### config.mk
export PLATFORM = sky130hd
export DESIGN_NAME = mgt_01_mul_unit
export DESIGN_NICKNAME = d
export VERILOG_FILES = /design/src/rtl/mgt_01_mul_unit_pkg.sv /design/src/rtl/mgt_01_booth_step.sv /design/src/rtl/mgt_01_mul_unit.sv
export SDC_FILE = /design/constraint.sdc
export NUM_CORES = 1
export LEC_CHECK = 0
export CAP_MARGIN = 10
export CELL_PAD_IN_SITES_DETAIL_PLACEMENT = 0
export CELL_PAD_IN_SITES_GLOBAL_PLACEMENT = 1
export CORE_ASPECT_RATIO = 0.5
export CORE_UTILIZATION = 30
export DETAILED_ROUTE_END_ITERATION = 16
export DONT_BUFFER_PORTS = 1
export PLACE_DENSITY = 0.58
export SLEW_MARGIN = 20
export SYNTH_ARGS = -nofsm -noshare
export SYNTH_HDL_FRONTEND = slang
export SYNTH_SLANG_ARGS = --single-unit
### constraint.sdc
create_clock -name clk_i -period 3.3 [get_ports clk_i]
set_input_delay 0.33 -clock clk_i [delete_from_list [all_inputs] [get_ports clk_i]]
set_output_delay 0.33 -clock clk_i [all_outputs]
set_load 0.05 [all_outputs]
### src/rtl/mgt_01_mul_unit_pkg.sv
// Shared types and constants for the iterative RV32M multiplier.
package mgt_01_mul_unit_pkg;

    localparam int unsigned XLEN     = 32;
    localparam int unsigned MUL_ITER = XLEN + 1;

    typedef enum logic [1:0] {
        MUL_    = 2'd0,
        MULH_   = 2'd1,
        MULHSU_ = 2'd2,
        MULHU_  = 2'd3
    } mul_ops_e;

    typedef enum logic {
        FREE = 1'b0,
        BUSY = 1'b1
    } fu_state_e;

    typedef enum logic [1:0] {
        IDLE     = 2'd0,
        MULTIPLY = 2'd1,
        DONE     = 2'd2
    } mul_fsm_e;

endpackage

### src/rtl/mgt_01_booth_step.sv
// One radix-2 Booth iteration: conditional add/subtract of M, then arithmetic right shift.
module mgt_01_booth_step #(
    parameter int unsigned W = 32
) (
    input  logic [W+1:0] acc,
    input  logic [W:0]   q,
    input  logic         q_m1,
    input  logic [W:0]   m,
    output logic [W+1:0] acc_next,
    output logic [W:0]   q_next,
    output logic         q_m1_next
);

    logic [W+1:0] m_sext;
    logic [W+1:0] sum;

    assign m_sext = {m[W], m};

    always_comb begin
        sum = acc;
        case ({q[0], q_m1})
            2'b01:   sum = acc + m_sext;
            2'b10:   sum = acc - m_sext;
            default: sum = acc;
        endcase
    end

    assign acc_next  = {sum[W+1], sum[W+1:1]};
    assign q_next    = {sum[0], q[W:1]};
    assign q_m1_next = q[0];

endmodule

### src/rtl/mgt_01_mul_unit.sv
// Iterative Booth multiplier for MUL/MULH/MULHSU/MULHU; one result per accepted op.
module mgt_01_mul_unit
    import mgt_01_mul_unit_pkg::*;
(
    input  logic            clk_i,
    input  logic            rst_n_i,
    input  logic            clk_en_i,
    input  logic            valid_i,
    input  logic [XLEN-1:0] multiplicand_i,
    input  logic [XLEN-1:0] multiplier_i,
    input  mul_ops_e        operation_i,
    output logic [XLEN-1:0] result_o,
    output logic            valid_o,
    output fu_state_e       fu_state_o
);

    localparam logic [5:0] LAST_ITER = 6'(MUL_ITER - 1);

    mul_fsm_e        state;
    mul_ops_e        op_q;
    logic [5:0]      cnt;
    logic [XLEN+1:0] acc;
    logic [XLEN:0]   q;
    logic [XLEN:0]   m;
    logic            q_m1;

    logic [XLEN+1:0]   acc_nxt;
    logic [XLEN:0]     q_nxt;
    logic              q_m1_nxt;
    logic [XLEN:0]     mcand_ext;
    logic [XLEN:0]     mplier_ext;
    logic [2*XLEN-1:0] prod;
    logic [XLEN-1:0]   result_sel;

    // MUL_ sign-extends both operands; only the low word is kept, so either extension works.
    assign mcand_ext  = {(operation_i != MULHU_) & multiplicand_i[XLEN-1], multiplicand_i};
    assign mplier_ext = {((operation_i == MUL_) || (operation_i == MULH_)) & multiplier_i[XLEN-1],
                         multiplier_i};

    mgt_01_booth_step #(.W(XLEN)) u_booth_step (
        .acc       (acc),
        .q         (q),
        .q_m1      (q_m1),
        .m         (m),
        .acc_next  (acc_nxt),
        .q_next    (q_nxt),
        .q_m1_next (q_m1_nxt)
    );

    // The 2*XLEN product sits in the low bits of {A, Q} after the final shift.
    assign prod       = {acc_nxt[XLEN-2:0], q_nxt};
    assign result_sel = (op_q == MUL_) ? prod[XLEN-1:0] : prod[2*XLEN-1:XLEN];

    always_ff @(posedge clk_i or negedge rst_n_i) begin
        if (!rst_n_i) begin
            state      <= IDLE;
            op_q       <= MUL_;
            cnt        <= '0;
            acc        <= '0;
            q          <= '0;
            m          <= '0;
            q_m1       <= 1'b0;
            result_o   <= '0;
            valid_o    <= 1'b0;
            fu_state_o <= FREE;
        end else if (clk_en_i) begin
            case (state)
                IDLE: begin
                    if (valid_i) begin
                        state      <= MULTIPLY;
                        fu_state_o <= BUSY;
                        op_q       <= operation_i;
                        m          <= mcand_ext;
                        q          <= mplier_ext;
                        acc        <= '0;
                        q_m1       <= 1'b0;
                        cnt        <= '0;
                    end
                end
                MULTIPLY: begin
                    acc  <= acc_nxt;
                    q    <= q_nxt;
                    q_m1 <= q_m1_nxt;
                    cnt  <= cnt + 6'd1;
                    if (cnt == LAST_ITER) begin
                        state    <= DONE;
                        result_o <= result_sel;
                        valid_o  <= 1'b1;
                    end
                end
                DONE: begin
                    state      <= IDLE;
                    valid_o    <= 1'b0;
                    fu_state_o <= FREE;
                end
                default: begin
                    state      <= IDLE;
                    valid_o    <= 1'b0;
                    fu_state_o <= FREE;
                end
            endcase
        end
    end

endmodule

==> run_results.csv, run 1 <==
group,metric,value,unit
run_status,status,"finished, violations left",
run_status,violations,"hold timing, setup timing",
floorplan,dieArea,0.0305,mm²
setup_path,cp.arrival,4.05,ns
floorplan,initial_core_util,30.7,%
synth,yosys.area.top_type,"dfrtp_1",
finish,drive_above_1_share,36.4,%
routing,wl_met3,1860,µm
routing,m1WireLength,16200,µm
routing,dr.max_layer_used,"met5",
global_routing,grt_overflow,0,
synth,postSynthCellCount,1009,
synth,synth.distinct_cells,68,
setup_path,path_cells,"nor4_4 -> nor4b_4 -> buf_6 -> buf_6 -> nor2_4 -> xnor2_4 -> ha_4 -> buf_6 -> a21oi_4 -> o211ai_1 -> nand4_1 -> a21oi_2 -> a221oi_4 -> o31ai_2 -> mux2i_2 -> buf_4 -> a31oi_4",
placement,portBuffers,0,
cts,cts_made_buffers,17,
cts,clk_pin_slew_worst_paths,0.07,ns
synth,syn_nets,1117,
hold_path,holdCritPathClass,"in2async",
setup_path,critPathKind,"reg2reg",
setup_path,cpPeakStageDelay,0.40,ns
synth,ys_ff_latch,144,
routing,wire_per_inst,19.3,µm
routing,drc_errors,0,
finish,final_cells,1630,
setup_path,r2r_setup_slack,-0.43,ns
routing,drt_wl_total,31500,µm
synth,synth_edf_count,0,
setup_path,critPathSlowestCell,"dfrtp_1",
cts,clock-sinks,144,
global_routing,grt_max_degree,145,
routing,wl_met2,12800,µm
global_routing,antenna_found_initial,3,
finish,final_cell_mix,"buf_4 (202), dfrtp_1 (144), nand2_1 (137)",
sta,slew_headroom,30.0,%
finish,final_core_util,44.4,%
synth,synth.avg_cell_area,8.86,µm²
setup_path,crit_required,3.62,ns
finish,mostFrequentLayoutCell,"buf_4",
sta,timing.hold.ws,-0.421,ns
sta,hold_violations,144,
synth,ys_top_cells_by_area,"dfrtp_1 (40%), nand2_1 (6.3%), o21ai_0 (5.9%)",
global_routing,grt_usage,20.9,%
floorplan,core.rowCount,44,
placement,dpl.cell_count,1529,
synth,synthArstFlopShare,100,%
sta,rsz0062_at_grt,"yes",
placement,place_congestion,0.922,
finish,fin_nets,1334,
sta,report.final.setup_viol,39,
floorplan,core-area,0.0291,mm²
synth,netlist_area,0.00894,mm²
cts,clock_path_buffers,2,
sta,worst_slack,-0.430,ns
floorplan,die-height,124,µm
sta,worst_pin_slew,1.05,ns
placement,dp_slack,-0.569,ns
synth,ys_seq_area_share,40.3,%
sta,fin_crit,3.73,ns
floorplan,die_w,246,µm
global_routing,grt_pass1_vias,8065,
sta,fin_skew,0.00903,ns
setup_path,startpoint_type,"register",
setup_path,cp_max_fo,5,
placement,dp_hpwl,22600,µm
routing,drtAntennaViolNets,0,
cts,cts_max_level,4,
global_routing,grt_pass1_wl,47800,µm
synth,ys.flop_type,"dfrtp_1",
job,cap_violations,0,
synth,synth_top_area_share,40.3,%
routing,drt-pass1-iter-count,5,
setup_path,endpoint_kind,"register",
cts,root_buffer,"clkbuf_16",
cts,cts_tree,"done",
routing,drt-initial-drc-count,705,
sta,finalCritPeriodShare,113,%
floorplan,num_io_pins,104,
finish,diodes,0,
cts,cts_hold_repair.buffers,29,
setup_path,cpMostUsedCell,"buf_6",
sta,tns,-8.47,ns
sta,max_freq,268,MHz
cts,clkLatencyLatePin,0.45,ns
sta,slew_viol_final,0,
routing,vias,8462,
synth,yosys_warnings,0,
routing,vias_per_cell,5.19,
finish,syn_to_final_growth,44.5,%
cell usage after synthesis, types with 2 or more instances:
master and count:
a2111oi_0 2, a211oi_1 8, a211oi_2 3, a21boi_0 2, a21o_1 22, a21oi_1 84, a221oi_2 2, a22o_1 6
a22oi_1 21, a31oi_1 23, a32oi_1 7, a41oi_1 2, and2_1 7, and3_1 17, buf_1 9, buf_2 5
clkbuf_1 42, clkbuf_2 3, dfrtp_1 144, ha_1 37, inv_1 27, mux2_2 25, mux2i_1 27, nand2_1 151
nand3_1 16, nand3b_1 2, nand4_1 10, nor2_1 47, nor2b_1 8, nor3_1 17, nor3b_1 4, nor4_1 5
o211ai_1 5, o21ai_0 106, o21ai_1 6, o21bai_1 3, o22ai_1 3, o31ai_1 4, o31ai_2 2, or2_2 2
or3_1 10, xnor2_1 45, xor2_1 13
per-stage QoR:
step | cell area, µm² | hold slack [ns]
4_1_cts | 12300 | -0.448
5_1_grt | 12900 | -0.450
3_3_place_gp | 10700 | 0.0413
2_1_floorplan | 9020 | 0.0344
3_5_place_dp | 10700 | 0.0416
6_report | 12900 | -0.421
path summary, 6_finish.rpt:
path / to / cells past startpoint / start
min in group clk_i: m[29] / 1 / multiplicand_i[29]
hold / removal: q[29] / 0 / rst_n_i
setup reg to reg: result_o[26] / 17 / m[3]
hold reg to reg: q[32] / 2 / q[32]
setup / recovery: result_o[26] / 17 / m[3]
max in group asynchronous: m[0] / 0 / rst_n_i
worst max-delay path: cells and delay by family (launching register included):
kind / cells / cell delay (ns)
adder cells (fa/ha/maj): 1 / 0.29
flip-flops: 1 / 0.40
multiplexers: 1 / 0.35
AO/OA/AOI/OAI: 6 / 0.99
AND/OR/NAND/NOR: 4 / 0.86
XOR/XNOR: 1 / 0.14
buffers and inverters: 4 / 0.56
cell families after synthesis:
family          synth area share (%)
compound gates                  22.5
xor+xnor                        5.68
fa+ha+maj                       5.40
buf+inv                         3.76
flops                           40.3
mux                             6.17
simple gates                    16.1
cell type report:
class                           count  area (µm²)
Fill cell                        2787       16200
Multi-Input combinational cell    778        6020
Sequential cell                   144        3600
Timing Repair Buffer              257        2130
Tap cell                          391         489
Clock buffer                       17         425
Clock inverter                     15         149
Inverter                           28         105
flip-flops by register name, summed over array words and instances (netlist names):
name,flops
valid_o,1
cnt,6
q_m1,1
op_q,2
state,2
q,33
acc,33
result_o,32
fu_state_o,1
m,33
what timing repair did:
action                                  CTS  global route
pin swaps                                73            67
gates cloned                              0             0
endpoints found under the setup margin   44            46
endpoints found under the hold margin   175           144
setup buffers                            25            22
gates resized for setup                 139            93
layer usage:
layer	global-route usage, %	vias to the layer above
li1	-	4069
met1	32.0	4153
met2	28.1	198
met3	4.98	38
met4	6.56	4
met5	0	-
Power of run 1 is left out: the tool's default activity adds up to more than one toggle a clock period on the data nets, which glitch-free logic cannot reach.
==> run 2, diff against run 1 <==
- ABC_AREA: unset -> 1
- PLACE_DENSITY: 0.58 -> 0.61
==> run 2 against run 1 <==
Against the previous run: the run ends with hold timing left; first-iteration DRC count is 4.1% higher; sequential cell count stayed put; via count is 17% higher; non-clock buffer count is 113 lower; die area is 11% higher; sequential share of layout area hardly changed; register-to-register slack better by 0.51 ns; hold slack worse by 0.013 ns; core utilization is 4.2 points lower; clock skew is 0.0064 ns higher; largest cell class unchanged; highest routed layer is now met4.
==> run_results.csv, run 2 <==
group,metric,value,unit
run_status,status,"finished, violations left",
run_status,violations,"hold timing",
placement,placed_area,0.0112,mm²
setup_path,cp-endpoint,"result_o[28]",
setup_path,endpoint_kind,"register",
synth,synth_top_area_share,36.3,%
cts,clk_pin_slew_worst_paths,0.07,ns
floorplan,num_io_pins,104,
synth,netlist_area,0.00993,mm²
finish,fin_area,0.0129,mm²
job,cap_violations,0,
routing,wire_per_inst,18.4,µm
synth,synth_edf_count,0,
sta,finalCritPeriodShare,97.7,%
cts,cts_hold_repair.buffers,15,
routing,drt_wl_total,37700,µm
sta,hold_violations,144,
synth,postSynthCellCount,1492,
cts,cts_max_level,4,
setup_path,crit_required,3.68,ns
finish,top_regs,"acc x33, m x33, q x33",
cts,clock-sinks,144,
finish,final_cells,2053,
floorplan,core-area,0.0321,mm²
synth,ys_top_cells_by_area,"dfrtp_1 (36%), nand2_1 (22%), inv_1 (8.4%)",
sta,timing.hold.ws,-0.434,ns
sta,slew_viol_final,0,
cts,clock_path_buffers,2,
synth,synth.distinct_cells,44,
cts,root_buffer,"clkbuf_16",
sta,fin_skew,0.0155,ns
placement,dpl.cell_count,1997,
cts,clkLatencyLatePin,0.45,ns
setup_path,r2r_setup_slack,0.08,ns
sta,worst_slack,0.0765,ns
global_routing,grt_usage,22.8,%
setup_path,cp_max_fo,4,
cts,cts_made_buffers,17,
hold_path,holdCritPathClass,"in2async",
cts,cts_tree,"done",
placement,dp_hpwl,28800,µm
sta,fin_crit,3.22,ns
finish,final_cell_mix,"nand2_1 (531), inv_1 (209), dfrtp_1 (144)",
synth,syn_nets,1600,
global_routing,antenna_found_initial,0,
synth,yosysMostFrequentCell,"nand2_1",
synth,ys_seq_area_share,36.3,%
routing,drt-pass1-iter-count,5,
routing,drtAntennaViolNets,0,
floorplan,initial_core_util,30.9,%
setup_path,cp.arrival,3.61,ns
global_routing,grt_overflow,0,
placement,portBuffers,0,
finish,diodes,0,
sta,rsz0062_at_grt,"yes",
routing,drt-initial-drc-count,734,
global_routing,grt_pass1_wl,57000,µm
global_routing,grt_max_degree,145,
synth,yosys_warnings,0,
floorplan,dieArea,0.0339,mm²
synth,ys_top_cells_by_count,"nand2_1 (575), inv_1 (223), dfrtp_1 (144), nor2_1 (88), nand3_1 (78)",
floorplan,die_w,259,µm
sta,slew_headroom,17.5,%
synth,synth.avg_cell_area,6.65,µm²
sta,report.final.setup_viol,0,
routing,vias,9885,
synth,ys_ff_latch,144,
placement,dp_slack,-0.211,ns
setup_path,r2r_start,"m[1]",
sta,max_freq,310,MHz
synth,ys.flop_type,"dfrtp_1",
finish,syn_to_final_growth,30.1,%
placement,place_congestion,0.955,
finish,drive_above_1_share,22.6,%
setup_path,rr_worst_depth,21,
setup_path,startpoint_type,"register",
finish,fin_nets,1716,
floorplan,die-height,131,µm
global_routing,grt_pass1_vias,9356,
setup_path,critPathKind,"reg2reg",
sta,worst_pin_slew,1.24,ns
synth,yosys.area.top_type,"dfrtp_1",
floorplan,core.rowCount,46,
routing,drc_errors,0,
routing,vias_per_cell,4.81,
finish,mostFrequentLayoutCell,"nand2_1",
setup_path,r2r_end,"result_o[28]",
setup_path,cp-startpoint,"m[1]",
synth,synthArstFlopShare,100,%
[run 2: changes by cell type after synthesis, sizes merged, moves of 17 or more]
cell	change
nor2	+50
inv	+206
and3	-17
xnor2	-37
nand3	+68
mux2i	-27
clkbuf	-19
a31oi	-20
mux2	-25
o21ai	-31
o221ai	+20
nand2	+427
a21o	-19
[run 2: worst max-delay path, cell delays in order (launching register included)]
cell     delay [ns]
dfrtp_1        0.40
buf_6          0.13
nor3_4         0.21
nand3_4        0.14
nor2_4         0.14
nand3_2        0.09
nand2_2        0.11
o21ai_4        0.07
a21oi_2        0.15
xor2_2         0.26
ha_4           0.27
a21oi_2        0.18
buf_4          0.14
and2_4         0.13
nand2_2        0.04
a21oi_2        0.13
nand2_1        0.09
nand2_2        0.09
nand3_4        0.13
nand3_4        0.13
nand2_2        0.06
nand2_1        0.06
[run 2: worst min path at each step]
stage,end
after floorplan,acc[0]
after global placement,q[6]
after detailed placement,result_o[7]
after CTS,result_o[8]
after global routing,result_o[8]
final,result_o[8]
[run 2: area by class of cell]
type                       instances  area, µm²
tap                              432        541
clock buffer                      18        429
multi-input combinational       1067       6150
clock inverter                    14        145
sequential                       144       3600
timing repair buffer             144       1160
inverter                         234        878
fill                            3433      19200
[run 2: through the flow]
| stage | hold WS [ns] | setup TNS [ns] | utilization, % |
|---|---|---|---|
| 3_5_place_dp | 0.0376 | -1.71 | 34.8 |
| 5_1_grt | -0.448 | -0.958 | 40.2 |
| 6_report | -0.434 | 0 | 40.2 |
| 3_3_place_gp | 0.0378 | -0.774 | 34.8 |
| 2_1_floorplan | 0.0344 | 0 | - |
| 4_1_cts | -0.445 | -0.0937 | 37.6 |
[run 2: kinds of logic after synthesis]
family          share of synthesized area [%]
buf+inv                                  11.0
compound gates                           12.6
flops                                    36.3
simple gates                             32.2
xor+xnor                                 3.00
fa+ha+maj                                4.87
[run 2: routing by layer]
| layer | wire [µm] | global-route usage [%] |
|---|---|---|
| met5 | 0 | 0 |
| met4 | 307 | 4.43 |
| met3 | 1790 | 2.85 |
| met2 | 14700 | 31.5 |
| met1 | 20900 | 36.8 |
[run 2: what timing repair did]
item | 4_1_cts | 5_1_grt
gates resized for setup | 43 | 176
pin swaps | 9 | 86
endpoints found under the hold margin | 159 | 144
setup endpoints to repair | 26 | 52
buffers inserted | 1 | 8
Power of run 2 is left out for the same reason.
